`src/rtl/axi_aw_w_scheduler.sv`:
```
// Round-robin AW arbiter with grant-order FIFO and W-beat steering for the shared AXI write port.
// Optional macro AXI_AW_W_SCHED_BYPASS_EN: same-cycle AW->W fall-through while the order FIFO is empty.
module axi_aw_w_scheduler #(
    parameter  int unsigned NrPorts        = 3,
    parameter  int unsigned MaxOutstanding = 4,
    localparam int unsigned SelWidth       = $clog2(NrPorts),
    localparam int unsigned PtrWidth       = $clog2(MaxOutstanding),
    localparam int unsigned CntWidth       = PtrWidth + 1
) (
    input  logic                clk_i,
    input  logic                rst_ni,
    input  logic [NrPorts-1:0]  aw_valid_i,
    output logic [NrPorts-1:0]  aw_ready_o,
    output logic                aw_valid_o,
    input  logic                aw_ready_i,
    output logic [SelWidth-1:0] aw_sel_o,
    input  logic [NrPorts-1:0]  w_valid_i,
    input  logic [NrPorts-1:0]  w_last_i,
    output logic [NrPorts-1:0]  w_ready_o,
    output logic                w_valid_o,
    output logic                w_last_o,
    input  logic                w_ready_i,
    output logic [SelWidth-1:0] w_sel_o,
    output logic                busy_o,
    output logic [CntWidth-1:0] pending_o
);

    // Handshakes: a transfer happens in a cycle where valid and ready are both high; once
    // aw_valid_o is raised it stays up with the same aw_sel_o until aw_ready_i is seen.
    typedef enum logic {
        AW_OPEN   = 1'b0,
        AW_LOCKED = 1'b1
    } aw_state_e;

    aw_state_e           aw_state_q, aw_state_d;
    logic [SelWidth-1:0] held_q, held_d;
    logic [SelWidth-1:0] rr_q, rr_d;
    logic [SelWidth-1:0] fifo_q [MaxOutstanding];
    logic [PtrWidth-1:0] wptr_q, rptr_q;
    logic [CntWidth-1:0] cnt_q, cnt_d;

    logic                fifo_empty;
    logic                fifo_full;
    logic                req_found;
    logic [SelWidth-1:0] req_idx;
    logic [SelWidth-1:0] head;
    logic                aw_hs;
    logic                w_hs_last;
    logic                bypass_hit;
    logic                push;
    logic                pop;

    assign fifo_empty = (cnt_q == '0);
    assign fifo_full  = (cnt_q == CntWidth'(MaxOutstanding));
    assign head       = fifo_q[rptr_q];

    // Scan downward so the last hit is the first requester at or above rr_q (with wrap).
    always_comb begin
        logic [SelWidth-1:0] cand;
        cand      = '0;
        req_found = 1'b0;
        req_idx   = '0;
        for (int i = int'(NrPorts) - 1; i >= 0; i--) begin
            cand = SelWidth'((int'(rr_q) + i) % int'(NrPorts));
            if (aw_valid_i[cand]) begin
                req_found = 1'b1;
                req_idx   = cand;
            end
        end
    end

    always_ff @(posedge clk_i or negedge rst_ni) begin
        if (!rst_ni) begin
            aw_state_q <= AW_OPEN;
            held_q     <= '0;
        end else begin
            aw_state_q <= aw_state_d;
            held_q     <= held_d;
        end
    end

    always_comb begin
        aw_state_d = aw_state_q;
        held_d     = held_q;
        case (aw_state_q)
            AW_OPEN: begin
                if (aw_valid_o && !aw_ready_i) begin
                    aw_state_d = AW_LOCKED;
                    held_d     = aw_sel_o;
                end
            end
            AW_LOCKED: begin
                if (aw_ready_i) begin
                    aw_state_d = AW_OPEN;
                end
            end
            default: aw_state_d = AW_OPEN;
        endcase
    end

    // A full FIFO blocks AW even when a pop lands in the same cycle.
    always_comb begin
        aw_valid_o = 1'b0;
        aw_sel_o   = '0;
        aw_ready_o = '0;
        if (rst_ni && !fifo_full) begin
            if (aw_state_q == AW_LOCKED) begin
                aw_valid_o = 1'b1;
                aw_sel_o   = held_q;
            end else if (req_found) begin
                aw_valid_o = 1'b1;
                aw_sel_o   = req_idx;
            end
        end
        if (aw_valid_o) begin
            aw_ready_o[aw_sel_o] = aw_ready_i;
        end
    end

    assign aw_hs = aw_valid_o & aw_ready_i;

`ifdef AXI_AW_W_SCHED_BYPASS_EN
    assign bypass_hit = fifo_empty & aw_hs;
`else
    assign bypass_hit = 1'b0;
`endif

    always_comb begin
        w_sel_o   = '0;
        w_valid_o = 1'b0;
        w_last_o  = 1'b0;
        w_ready_o = '0;
        if (!fifo_empty || bypass_hit) begin
            w_sel_o              = fifo_empty ? aw_sel_o : head;
            w_valid_o            = w_valid_i[w_sel_o];
            w_last_o             = w_last_i[w_sel_o];
            w_ready_o[w_sel_o]   = w_ready_i;
        end
    end

    assign w_hs_last = w_valid_o & w_ready_i & w_last_o;
    assign pop       = w_hs_last & ~fifo_empty;
    // A burst that completes in its own AW cycle never needs an order entry.
    assign push      = aw_hs & ~(bypass_hit & w_hs_last);

    always_comb begin
        cnt_d = cnt_q;
        if (push && !pop) begin
            cnt_d = cnt_q + CntWidth'(1);
        end else if (!push && pop) begin
            cnt_d = cnt_q - CntWidth'(1);
        end
    end

    always_comb begin
        rr_d = rr_q;
        if (aw_hs) begin
            rr_d = (aw_sel_o == SelWidth'(NrPorts - 1)) ? '0 : aw_sel_o + SelWidth'(1);
        end
    end

    always_ff @(posedge clk_i or negedge rst_ni) begin
        if (!rst_ni) begin
            rr_q   <= '0;
            wptr_q <= '0;
            rptr_q <= '0;
            cnt_q  <= '0;
            for (int i = 0; i < int'(MaxOutstanding); i++) begin
                fifo_q[i] <= '0;
            end
        end else begin
            rr_q  <= rr_d;
            cnt_q <= cnt_d;
            if (push) begin
                fifo_q[wptr_q] <= aw_sel_o;
                wptr_q         <= wptr_q + PtrWidth'(1);
            end
            if (pop) begin
                rptr_q <= rptr_q + PtrWidth'(1);
            end
        end
    end

    assign pending_o = cnt_q;
    assign busy_o    = (cnt_q != '0) | aw_valid_o;

`ifndef SYNTHESIS
    // The locked requester must keep its request up until the handshake.
    lock_hold_a: assert property (@(posedge clk_i) disable iff (!rst_ni)
        (aw_state_q == AW_LOCKED) |-> aw_valid_i[held_q]);
`endif

endmodule

```
`config.mk`:
```
export PLATFORM = sky130hd
export DESIGN_NAME = axi_aw_w_scheduler
export DESIGN_NICKNAME = d
export VERILOG_FILES = /design/src/rtl/axi_aw_w_scheduler.sv
export SDC_FILE = /design/constraint.sdc
export NUM_CORES = 1
export LEC_CHECK = 0
export BUFFER_PORTS_ARGS = -buffer_cell sky130_fd_sc_hd__buf_2
export CAP_MARGIN = 20
export CORE_MARGIN = 2
export CORE_UTILIZATION = 45
export DETAILED_ROUTE_END_ITERATION = 7
export GPL_TIMING_DRIVEN = 0
export PLACE_DENSITY_LB_ADDON = 0.2
export SLEW_MARGIN = 10
export SYNTH_ARGS = -nofsm -noshare
export SYNTH_HDL_FRONTEND = slang
export SYNTH_SLANG_ARGS = --single-unit
```
`constraint.sdc`:
```
create_clock -name clk_i -period 4.19 [get_ports clk_i]
set_input_delay 0.838 -clock clk_i [delete_from_list [all_inputs] [get_ports clk_i]]
set_output_delay 0.838 -clock clk_i [all_outputs]
set_load 0.01 [all_outputs]
```
Yosys cells after proc, flatten, opt, wreduce, memory -nomap -nowiden
Index checks and enable logic that the tools add are counted.
{ "totals": {"latchBits": 0, "rom_bits": 0, "mem_bits_rw": 0, "output_inout_bits": 17, "n_memories": 0, "word_cells": 102, "input_bits": 13, "regBits": 20} }
{ "op_classes": {"n_lt_le_gt_ge": 10, "n_shift": 0, "n_reduce_logical": 15, "div": 3, "n_eq_ne": 2, "multipliers": 0, "mux": 44, "bitwise_logic": 11, "addsub": 7} }
{ "ops": {"columns": ["operator", "count"], "rows": [
  ["32-bit by 3-bit remainder unit with 32-bit output, second input constant", 2],
  ["3-bit by 3-bit remainder unit with 32-bit output, second input constant", 1],
  ["2-bit two-way mux", 12],
  ["1-bit two-way mux", 17],
  ["2-bit by 3-bit < comparator with 1-bit output, second input constant", 5],
  ["3-bit two-way mux", 4],
  ["1-bit binary-select mux with 2-bit select", 5],
  ["8-bit bitwise mux", 1],
  ["1-bit logical AND", 7],
  ["2-bit by 1-bit adder with 2-bit output, second input constant", 3],
  ["3-bit bitwise AND", 2],
  ["3-bit >= comparator, second input constant", 2],
  ["2-bit inverter with 3-bit output", 2],
  ["1-bit bitwise AND", 4],
  ["2-bit binary-select mux with 2-bit select", 1],
  ["1-bit demux with 2-bit select", 2],
  ["2-bit demux with 2-bit select", 1],
  ["2-bit by 1-bit >= comparator with 1-bit output, second input constant", 2],
  ["1-bit logical NOT", 4],
  ["2-bit by 1-bit adder with 3-bit output, second input constant", 1],
  ["2-bit by 2-bit adder with 3-bit output, second input constant", 1],
  ["3-bit by 1-bit adder with 3-bit output, second input constant", 1],
  ["3-bit == test, second input constant", 1],
  ["3-bit logical NOT", 1],
  ["9 further kinds", 10]
]} }

Depth between registers and ports, before layout
Gate-level depths: netlist (run 1).
{ "depth": {"ltp_word": 20, "depth_mapped": 16, "mapped_depth_nobuf": 14} }

Least setup slack after synthesis (run 1)
Ideal clock, no wire load.
{ "synth_path": {"path_kind": "input -> output", "startpoint": "input port aw_valid_i[1]", "endpoint": "output port aw_ready_o[2]", "cell_stages": 7, "slack_ps": 1129, "t_arrival_ps": 2223, "path_buffers": 1, "cell_sequence": "a221oi_1 > a32oi_1 > o31ai_2 > a21oi_2 > and2_1 > clkbuf_1 > nor3b_1"} }
{ "synth_between": {"elab_cells_between_ends": 25} }
{ "synth_rtl": {"columns": ["element", "line_no", "source"], "rows": [
  ["start, declared", "12", "input logic [NrPorts-1:0] aw_valid_i,"],
  ["1-bit binary-select mux with 2-bit select", "65", "if (aw_valid_i[cand]) begin"],
  ["1-bit two-way mux (not written as such)", "65", null],
  ["1-bit two-way mux (2 in series)", "65", null],
  ["1-bit two-way mux (*)", "65", null],
  ["1-bit two-way mux (*)", "110", "end else if (req_found) begin"],
  ["1-bit two-way mux (*)", "107", "if (aw_state_q == AW_LOCKED) begin"],
  ["1-bit two-way mux (*)", "106", "if (rst_ni && !fifo_full) begin"],
  ["via aw_valid_o", "14", "output logic aw_valid_o,"],
  ["3-bit two-way mux (*)", "115", "if (aw_valid_o) begin"],
  ["end, declared", "13", "output logic [NrPorts-1:0] aw_ready_o,"]
]} }
The timed path passes the listed nets; every way through them passes the cells marked *. The select of a mux whose other input is x is not followed.

Worst setup path after layout (run 1)
{ "layout_path": {"startpoint": "register rr_q[0]", "endpoint": "output port aw_ready_o[1]"} }
{ "layout_between": {"elab_chain_len": 16, "elab_cells_between_ends": 30} }
{ "layout_rtl": {"columns": ["element", "line_no", "source"], "rows": [
  ["start, declared", "37", "logic [SelWidth-1:0] rr_q, rr_d;"],
  ["start signal, assigned", "172", "rr_q <= rr_d;"],
  ["2-bit by 2-bit adder with 3-bit output", "64", "cand = SelWidth'((int'(rr_q) + i) % int'(NrPorts));"],
  ["32-bit by 3-bit remainder unit with 32-bit output", "64", null],
  ["1-bit binary-select mux with 2-bit select", "65", null],
  ["1-bit two-way mux (not written as such)", "65", null],
  ["2-bit two-way mux / 1-bit two-way mux (equally long branches) (3 in series)", "65", null],
  ["2-bit two-way mux", "110", null],
  ["2-bit two-way mux", "107", null],
  ["2-bit two-way mux", "106", null],
  ["2-bit by 3-bit < comparator with 1-bit output (not written as such) / 2-bit by 1-bit >= comparator with 1-bit output (equally long branches)", "116", "aw_ready_o[aw_sel_o] = aw_ready_i;"],
  ["1-bit logical AND (not written as such)", "116", null],
  ["1-bit two-way mux (not written as such)", "116", null],
  ["1-bit demux with 2-bit select", "116", null],
  ["3-bit bitwise AND (no line)", null, null],
  ["3-bit two-way mux (*)", "115", null]
]} }
Mark *: on every way between the ends. The rest lies on a longest branch, timed or not. The select of a mux whose other input is x is not followed.

==> out/qor.yml, run 1 <==
synth:
  synth_nets: 165
  yosysSeqAreaShare: 0.356
  synth_cells: 144
  netlist_area_sq_mm: 0.00141
  synth_seq_cells: 20
  synth.distinct_cells: 49
  synth_warnings: 0
  synth.avg_cell_area_sq_um: 9.77
sta:
  worst_pin_slew_ps: 576
  hold_viol: 0
  whs_ps: 477
  finalMaxSlewViolations: 0
  rsz0062_at_grt: "false"
  setup_viol: 0
  timing.final.ws_setup_ps: 734
  slew_headroom: 0.616
  finalCritPeriodShare: 0.825
  period_needed_ps: 3460
  fmax_mhz: 289
  fin_setup_tns_ps: 0
  fin_skew_ps: 4.40
power_and_ir_drop:
  peakVddDrop_v: 0.000289
  p_per_area_mw_per_mm2: 818
  power_mw: 1.33
  p_leak_nw: 0.769
clocking:
  cts_tree: "done"
  cts_buffer_depth: 2
  cts_buffers: 3
  hold_buffers: 0
  cts_setup_buffers: 0
  cts_root_buffer: "clkbuf_4"
  htree_levels: 1
  clk_pin_slew_worst_paths_ps: 110
  cts.sinks: 20
  clock_latency_ps: 300
  post_cts_resized: 0
detailed_routing:
  viasPerCell: 5.43
  wirelength_um: 2860
  drc_errors: 0
  first_iter_violations: 89
  drt-wirelength-per-cell_um: 13.6
  dr.pass1.iters: 4
  vias: 1141
  postRouteAntennaNets: 0
setup_path:
  worstSetupPathType: "reg -> out"
  required_ps: 3350
  critPathLaunchType: "register"
  worstPathMaxFanout: 10
  crit_arrival_ps: 2620
  critPathCaptureType: "output pin"
global_route:
  first_global_vias: 1079
  grt_max_degree: 22
  grt_pass1_wl_um: 4700
  gr-usage-all-layers: 0.173
  grt_overflow: 0
  antenna_found_initial: 0
final_layout:
  num-fill-cells: 291
  instances_no_fill: 210
  utilization: 0.543
  syn_to_final_growth_pct: 15.8
  nets: 199
  layout-drive-gt1-share: 0.311
  antennaDiodeCount: 0
  final_common_cell: "buf_2"
  final_area_sq_mm: 0.00163
  final_cell_mix: "buf_2, dfrtp_1, nand2_1, nor2_1"
placed_design:
  pre_cts_ws_ps: 802
  hpwl_um: 2270
  routabilityCongestion: 0.797
  io_buffer_count: 29
  placed_area_sq_mm: 0.00159
  dp_cells: 206
die:
  core_area_sq_mm: 0.00300
  start_util: 0.469
  io_pins: 30
  die_x_um: 59.9
  core.rowCount: 20
  die_h_um: 59.9
  fp.dieArea_sq_mm: 0.00359
run:
  max_cap_violations: 0
run_status:
  status: "finished clean"
min_path:
  holdCritPathClass: "in -> async"
## synth_stat cells (all sizes together)
master	count	share of area
o31ai	1	0.0089
ha	7	0.062
nor2	12	0.032
o22ai	2	0.0089
a31o	1	0.0062
o211a	1	0.012
xor2	2	0.012
or2	1	0.0044
nor3b	4	0.021
o21bai	1	0.0080
buf	4	0.022
o211ai	3	0.023
nor2b	3	0.013
or3	1	0.0080
a2111oi	1	0.0071
xnor2	4	0.025
a31oi	4	0.018
and2	2	0.0089
a41o	1	0.0071
a21oi	10	0.041
a211oi	1	0.0089
a32oi	2	0.012
nor3	2	0.015
nand2b	4	0.018
clkbuf	1	0.0027
a21o	1	0.0053
nand3	3	0.011
mux2	6	0.048
inv	8	0.021
nand2	18	0.050
fa	1	0.014
a21bo	1	0.0071
o2111ai	1	0.0062
mux4	2	0.032
dfrtp	20	0.36
mux2i	1	0.0071
a22oi	1	0.0053
a32o	1	0.0071
o21ai	4	0.017
a221oi	1	0.0062
## worst paths after layout
kind                                start  slack [ps]  cells past startpoint            end
max in group asynchronous          rst_ni        3390                      1   pending_o[0]
worst max-delay path              rr_q[0]         730                     12  aw_ready_o[1]
worst min register to register  fifo_q[6]         500                      1      fifo_q[6]
worst min-delay path               rst_ni         480                      1      wptr_q[0]
worst max register to register    rr_q[0]        1030                     14   pending_o[1]
min in group clk_i              fifo_q[6]         500                      1      fifo_q[6]
## registers in the layout (all words and copies together), names as in the netlist
register,count
aw_state_q,1
fifo_q,8
held_q,2
pending_o,3
rptr_q,2
rr_q,2
wptr_q,2
## critical path, cell delays in order (launching register included)
cell,delay (ps)
dfrtp_1,360
inv_1,60
ha_1,180
buf_2,170
nand2b_1,150
a32oi_1,230
o31ai_2,120
a21oi_2,260
and2_1,160
clkbuf_1,300
inv_1,100
nor2_1,100
buf_2,130
## cell type report
type,instances,area [sq um],share of cell area
buffer,5,35.0,0.0215
clock buffer,4,36.3,0.0223
inverter,8,30.0,0.0184
multi-input combinational,111,842,0.517
sequential,20,500,0.307
tap,33,41.3,0.0253
timing repair buffer,29,145,0.0890
## metal layers
metal | wire length, um | global-route usage
met2 | 1410 | 0.293
met3 | 104 | 0.0130
met4 | 39 | 0.0667
met1 | 1300 | 0.228
met5 | 0 | 0
## power breakdown
part           total [mW]  switching (mW)  internal (mW)
Clock               0.110          0.0568         0.0530
Sequential          0.380          0.0955          0.285
Combinational       0.843           0.460          0.383
## cells by family (layout without fill, tap and decap cells)
| logic type | Yosys count | after routing | share of synthesized area |
|---|---|---|---|
| AOI/OAI and AO/OA | 38 | 38 | 0.216 |
| xor gates and xnor gates | 6 | 6 | 0.0373 |
| adders and majority gates | 8 | 8 | 0.0764 |
| buffers and inverters | 13 | 46 | 0.0462 |
| DFF | 20 | 20 | 0.356 |
| muxes | 9 | 9 | 0.0871 |
| and+or+nand+nor | 50 | 50 | 0.181 |
Note: power is estimated with default switching activity, not from simulation.
==> run 2: changes to the inputs <==
==> constraint.sdc (replaced) <==
create_clock -name clk_i -period 2.85 [get_ports clk_i]
set_input_delay 0.57 -clock clk_i [delete_from_list [all_inputs] [get_ports clk_i]]
set_output_delay 0.57 -clock clk_i [all_outputs]
set_load 0.01 [all_outputs]
==> out/qor.yml, run 2 (synthesis results as in run 1) <==
run_status:
  status: "complete, but fails checks"  # was finished clean
  violations: "setup timing"
setup_path:
  r2r_cells: 15  # was 14
  worst-path-buf-inv: 3  # was 5
  worstSetupPathType: "reg -> reg"  # was reg -> out
  reg2reg_to: "pending_o[2]"  # was pending_o[1]
  critPathLaunchType: "register"  # unchanged
  slowest_stage: "dfrtp_1"  # unchanged
  critPathCaptureType: "register"  # was output pin
  worstPathMaxFanout: 5  # was 10
  rrSetupSlack_ps: -150  # was 1030 ps
  path_cells: "inv_2, ha_4, buf_6, or2_4, o2111ai_2, o211a_4, a211oi_2, a41o_1, o21ai_4, ha_4, inv_2, fa_2, xor2_1, nor2_1, xor2_1"  # was inv_1, ha_1, buf_2, nand2b_1, a32oi_1, o31ai_2, a21oi_2, and2_1, clkbuf_1, inv_1, nor2_1, buf_2
  crit_family: "compound AO/OA/AOI/OAI gates"  # was buffers and inverters
  required_ps: 3070  # was 3350 ps
  crit_arrival_ps: 3220  # was 2620 ps
  cp_slowest_stage_delay_ps: 430  # was 360 ps
  r2r-start: "rr_q[1]"  # was rr_q[0]
final_layout:
  top_register: "fifo_q"  # unchanged
  antennaDiodeCount: 0  # unchanged
  nets: 213  # was 199
  final_cell_mix: "buf_2, dfrtp_1, nand2_1, buf_4, nor2_1"  # was buf_2, dfrtp_1, nand2_1, nor2_1
  instances_no_fill: 224  # was 210
  final_area_sq_mm: 0.00197  # was 0.00163 sq mm
  largest_register_ffs: 8  # unchanged
  layout-drive-gt1-share: 0.508  # was 0.311
  utilization: 0.655  # was 0.543
  syn_to_final_growth_pct: 39.8  # was 15.8%
  final_common_cell: "buf_2"  # unchanged
  num-fill-cells: 243  # was 291
placed_design:
  routabilityCongestion: 0.811  # was 0.797
  dp_cells: 206  # unchanged
  io_buffer_count: 29  # unchanged
  placed_area_sq_mm: 0.00164  # was 0.00159 sq mm
  hpwl_um: 2290  # was 2270 um
detailed_routing:
  vias: 1245  # was 1141
  first_iter_violations: 49  # was 89
  drc_errors: 0  # unchanged
  dr.pass1.iters: 4  # unchanged
  wirelength_um: 3330  # was 2860 um
  postRouteAntennaNets: 0  # unchanged
  drt-wirelength-per-cell_um: 14.9  # was 13.6 um
  viasPerCell: 5.56  # was 5.43
global_route:
  met2_usage: 0.339  # was 0.293
  gr-usage-all-layers: 0.191  # was 0.173
  grt_pass1_wl_um: 5240  # was 4700 um
  grt_overflow: 0  # unchanged
  busiest_layer: "met2"  # unchanged
  first_global_vias: 1197  # was 1079
  met1_usage: 0.243  # was 0.228
  grt_max_degree: 22  # unchanged
  grtUsageMet3: 0.0195  # was 0.0130
  antenna_found_initial: 0  # unchanged
clocking:
  cts_root_buffer: "clkbuf_4"  # unchanged
  htree_levels: 1  # unchanged
  clock_latency_ps: 310  # was 300 ps
  hold_buffers: 0  # unchanged
  cts_tree: "done"  # unchanged
  clk_pin_slew_worst_paths_ps: 130  # was 110 ps
  cts.sinks: 20  # unchanged
  cts_buffers: 3  # unchanged
  cts_buffer_depth: 2  # unchanged
min_path:
  holdCritPathClass: "in -> async"  # unchanged
sta:
  period_needed_ps: 3000
  setup_viol: 9  # was 0
  fin_skew_ps: 20.5  # was 4.40 ps
  finalMaxSlewViolations: 0  # unchanged
  fmax_mhz: 334
  finalCritPeriodShare: 1.05
  slew_headroom: 0.673  # was 0.616
  rsz0062_at_grt: "true"  # was false
  worst_pin_slew_ps: 491  # was 576 ps
  timing.final.ws_setup_ps: -148  # was 734 ps
  hold_viol: 0  # unchanged
  fin_setup_tns_ps: -658  # was 0 ps
power_and_ir_drop:
  seq_power_share: 0.229  # was 0.285
  p_leak_nw: 0.903  # was 0.769 nW
  peakVddDrop_v: 0.000465  # was 0.000289 V
  p_comb_frac: 0.679  # was 0.633
  power_frac_clock: 0.091  # was 0.082
  p_per_area_mw_per_mm2: 1290  # was 818 mW/mm^2
  p_switching_mw: 1.11  # was 0.613 mW
  netSwitchingFraction: 0.437  # was 0.460
  p_int_mw: 1.43  # was 0.721 mW
run:
  max_cap_violations: 0  # unchanged
die:
  fp.dieArea_sq_mm: 0.00359  # unchanged
  io_pins: 30  # unchanged
  core.rowCount: 20  # unchanged
  die_x_um: 59.9  # unchanged
  die_h_um: 59.9  # unchanged
  start_util: 0.469  # unchanged
  core_area_sq_mm: 0.00300  # unchanged
[run 2: cell count changes in the layout (fill, tap and decap cells not counted), sizes merged]
cell,before,now
bufinv,0,1
clkbuf,5,3
buf,33,48
[run 2: worst max-delay path by stage]
stage | slack (ps) | cells past startpoint | from | endpoint
2_1_floorplan | 5 | 15 | rr_q[0] | pending_o[2]
3_3_place_gp | -180 | 12 | aw_valid_i[1] | pending_o[1]
3_5_place_dp | -280 | 15 | rr_q[0] | pending_o[2]
4_1_cts | -100 | 11 | rr_q[1] | w_last_o
5_1_grt | -260 | 15 | rr_q[1] | pending_o[2]
6_report | -150 | 15 | rr_q[1] | pending_o[2]
[run 2: final cells by class]
| type | count | area [sq um] | area share |
|---|---|---|---|
| Inverter | 8 | 30.0 | 0.0153 |
| Tap cell | 33 | 41.3 | 0.0210 |
| Clock inverter | 1 | 30.0 | 0.0153 |
| Multi-Input combinational cell | 111 | 1030 | 0.521 |
| Timing Repair Buffer | 46 | 290 | 0.147 |
| Clock buffer | 3 | 22.5 | 0.0114 |
| Sequential cell | 20 | 502 | 0.255 |
| Buffer | 2 | 26.3 | 0.0134 |
[run 2: layer usage]
metal / share of wire / vias to the layer above
met2: 0.54 / 23
met5: 0 / -
met1: 0.43 / 611
met3: 0.026 / 2
li1: - / 609
met4: 0.0042 / 0
[run 2: power by group through the flow]
stage | combinational (mW) | clock, mW | sequential [mW]
5_1_grt | 1.86 | 0.250 | 0.603
3_3_place_gp | 1.25 | 0 | 0.553
3_5_place_dp | 1.30 | 0 | 0.565
4_1_cts | 1.49 | 0.234 | 0.573
2_1_floorplan | 0.991 | 0 | 0.543
6_report | 1.72 | 0.232 | 0.582
[run 2: timing repair]
action                     4_1_cts  5_1_grt
setup buffers                    7        9
gates resized for setup         22       18
gates cloned                     1        0
setup endpoints to repair        9        9
pin swaps                       17       14
[run 2: through the flow]
step / power [mW] / hold WS, ps / setup WS, ps
after detailed placement: 1.86 / 495 / -280
final: 2.54 / 200 / -148
after floorplan: 1.53 / 274 / 4.93
after CTS: 2.30 / 214 / -103
after global placement: 1.81 / 473 / -184
after global routing: 2.71 / 221 / -261
==> run 3: changes to the inputs <==
==> constraint.sdc (replaced) <==
create_clock -name clk_i -period 2.85 [get_ports clk_i]
set_input_delay 0.4275 -clock clk_i [delete_from_list [all_inputs] [get_ports clk_i]]
set_output_delay 0.4275 -clock clk_i [all_outputs]
set_load 0.01 [all_outputs]
==> out/qor.yml, run 3 (synthesis results as in run 1) <==
power_and_ir_drop:
  p_per_area_mw_per_mm2: 1270  # was 1290 mW/mm^2
  power_mw: 2.42  # was 2.54 mW
  peakVddDrop_v: 0.000467  # was 0.000465 V
  power_frac_clock: 0.096  # was 0.091
  p_leak_nw: 0.879  # was 0.903 nW
  p_comb_frac: 0.667  # was 0.679
  p_switching_mw: 1.04  # was 1.11 mW
  p_int_mw: 1.38  # was 1.43 mW
  netSwitchingFraction: 0.430  # was 0.437
  seq_power_share: 0.238  # was 0.229
detailed_routing:
  first_iter_violations: 59  # was 49
  drc_errors: 0  # unchanged
  viasPerCell: 5.50  # was 5.56
  vias: 1238  # was 1245
  wirelength_um: 3160  # was 3330 um
  postRouteAntennaNets: 0  # unchanged
  dr.pass1.iters: 4  # unchanged
  drt-wirelength-per-cell_um: 14.0  # was 14.9 um
sta:
  rsz0062_at_grt: "true"  # unchanged
  setup_viol: 4  # was 9
  fmax_mhz: 340  # was 334 MHz
  worst_pin_slew_ps: 491  # about the same
  hold_viol: 0  # unchanged
  whs_ps: 58.5  # was 200 ps
  slew_headroom: 0.672  # was 0.673
  period_needed_ps: 2940  # was 3000 ps
  finalMaxSlewViolations: 0  # unchanged
  finalCritPeriodShare: 1.03  # was 1.05
  timing.final.ws_setup_ps: -89.7  # was -148 ps
  fin_skew_ps: 16.1  # was 20.5 ps
global_route:
  grtUsageMet3: 0.0195  # unchanged
  met2_usage: 0.337  # was 0.339
  busiest_layer: "met2"  # unchanged
  grt_max_degree: 22  # unchanged
  grt_pass1_wl_um: 5200  # was 5240 um
  met1_usage: 0.237  # was 0.243
  grt_overflow: 0  # unchanged
  antenna_found_initial: 0  # unchanged
  gr-usage-all-layers: 0.189  # was 0.191
  first_global_vias: 1196  # was 1197
setup_path:
  cp_slowest_stage_delay_ps: 430  # about the same
  slowest_stage: "dfrtp_1"  # unchanged
  path_cells: "inv_2, ha_4, buf_6, or2_4, o2111ai_2, o211a_4, a211oi_2, a41o_1, o21ai_2, ha_4, inv_2, fa_2, xor2_1, nor2_1, xor2_1"  # was inv_2, ha_4, buf_6, or2_4, o2111ai_2, o211a_4, a211oi_2, a41o_1, o21ai_4, ha_4, inv_2, fa_2, xor2_1, nor2_1, xor2_1
  worst-path-buf-inv: 3  # unchanged
  crit_arrival_ps: 3160  # was 3220 ps
  critPathLaunchType: "register"  # unchanged
  worstSetupPathType: "reg -> reg"  # unchanged
  crit_family: "compound AO/OA/AOI/OAI gates"  # unchanged
  required_ps: 3070  # about the same
  worstPathMaxFanout: 5  # unchanged
  critPathCaptureType: "register"  # unchanged
die:
  io_pins: 30  # unchanged
  die_x_um: 59.9  # unchanged
  core_area_sq_mm: 0.00300  # unchanged
  core.rowCount: 20  # unchanged
  die_h_um: 59.9  # unchanged
  start_util: 0.469  # unchanged
  fp.dieArea_sq_mm: 0.00359  # unchanged
min_path:
  holdCritPathClass: "in -> async"  # unchanged
clocking:
  cts_root_buffer: "clkbuf_4"  # unchanged
  cts.sinks: 20  # unchanged
  htree_levels: 1  # unchanged
  hold_buffers: 0  # unchanged
  cts_buffers: 3  # unchanged
  clk_pin_slew_worst_paths_ps: 120  # was 130 ps
  cts_tree: "done"  # unchanged
  cts_buffer_depth: 2  # unchanged
  clock_latency_ps: 310  # about the same
final_layout:
  layout-drive-gt1-share: 0.474  # was 0.508
  syn_to_final_growth_pct: 35.5  # was 39.8%
  nets: 214  # was 213
  antennaDiodeCount: 0  # unchanged
  largest_register_ffs: 8  # unchanged
  final_area_sq_mm: 0.00191  # was 0.00197 sq mm
  final_common_cell: "buf_2"  # unchanged
  final_cell_mix: "buf_2, dfrtp_1, buf_4, nand2_1, nor2_1"  # was buf_2, dfrtp_1, nand2_1, buf_4, nor2_1
  top_register: "fifo_q"  # unchanged
placed_design:
  hpwl_um: 2290  # unchanged
  placed_area_sq_mm: 0.00164  # unchanged
  routabilityCongestion: 0.811  # unchanged
  pre_cts_ws_ps: -280  # unchanged
  io_buffer_count: 29  # unchanged
run_status:
  status: "complete, but fails checks"  # unchanged
  violations: "setup timing"  # unchanged
run:
  max_cap_violations: 0  # unchanged
## run 3: cell types whose count changed in the layout (fill, tap and decap cells not counted), sizes merged
cell,previous run,this run
buf,48,49
## run 3: power by group through the flow
stage / registers (mW) / logic [mW] / clock network [mW]
after CTS: 0.573 / 1.55 / 0.234
after floorplan: 0.543 / 0.991 / 0
after detailed placement: 0.565 / 1.30 / 0
after global placement: 0.553 / 1.25 / 0
after global routing: 0.595 / 1.76 / 0.250
final: 0.574 / 1.61 / 0.231
## run 3: final cells by class
type                            count  area [sq um]
Buffer                              2          26.3
Clock buffer                        3          22.5
Clock inverter                      1          30.0
Fill cell                         247          1100
Inverter                            8          30.0
Multi-Input combinational cell    111           978
Sequential cell                    20           500
Tap cell                           33          41.3
Timing Repair Buffer               47           278
## run 3: timing repair
item                                    CTS  global route
endpoints found under the setup margin    8             7
cloned                                    1             0
pin swaps                                16             3
gates resized for setup                  21             3
buffers inserted                         13             4
## run 3: routing by layer
| metal | up-vias | routed length, um |
|---|---|---|
| li1 | 616 | - |
| met2 | 20 | 1640 |
| met4 | 0 | 40 |
| met3 | 6 | 75 |
| met5 | - | 0 |
| met1 | 596 | 1400 |
## run 3: worst paths after layout
kind,startpoint,endpoint,slack (ps),cells after the start
worst min-delay path,rst_ni,wptr_q[0],60,1
min in group clk_i,aw_ready_i,aw_state_q,290,2
worst max register to register,rr_q[1],pending_o[2],-90,15
worst max-delay path,rr_q[1],pending_o[2],-90,15
max in group asynchronous,rst_ni,rptr_q[0],2440,1
worst min register to register,fifo_q[2],fifo_q[2],520,1
## run 3: worst reg2reg max path, cell delays in order (launching register included)
cell       delay (ps)
dfrtp_1           430
inv_2              70
ha_4              160
buf_6             130
or2_4             230
o2111ai_2         200
o211a_4           200
a211oi_2           50
a41o_1            250
o21ai_2           210
ha_4              170
inv_2              30
fa_2              320
xor2_1            150
nor2_1            110
xor2_1            150
## run 3: metrics by stage
stage | util | setup TNS, ps | cells
after floorplan | - | 0 | 144
after global placement | 0.546 | -331 | 206
after detailed placement | 0.546 | -479 | 206
after CTS | 0.618 | -153 | 221
after global routing | 0.635 | -1030 | 225
final | 0.635 | -209 | 225
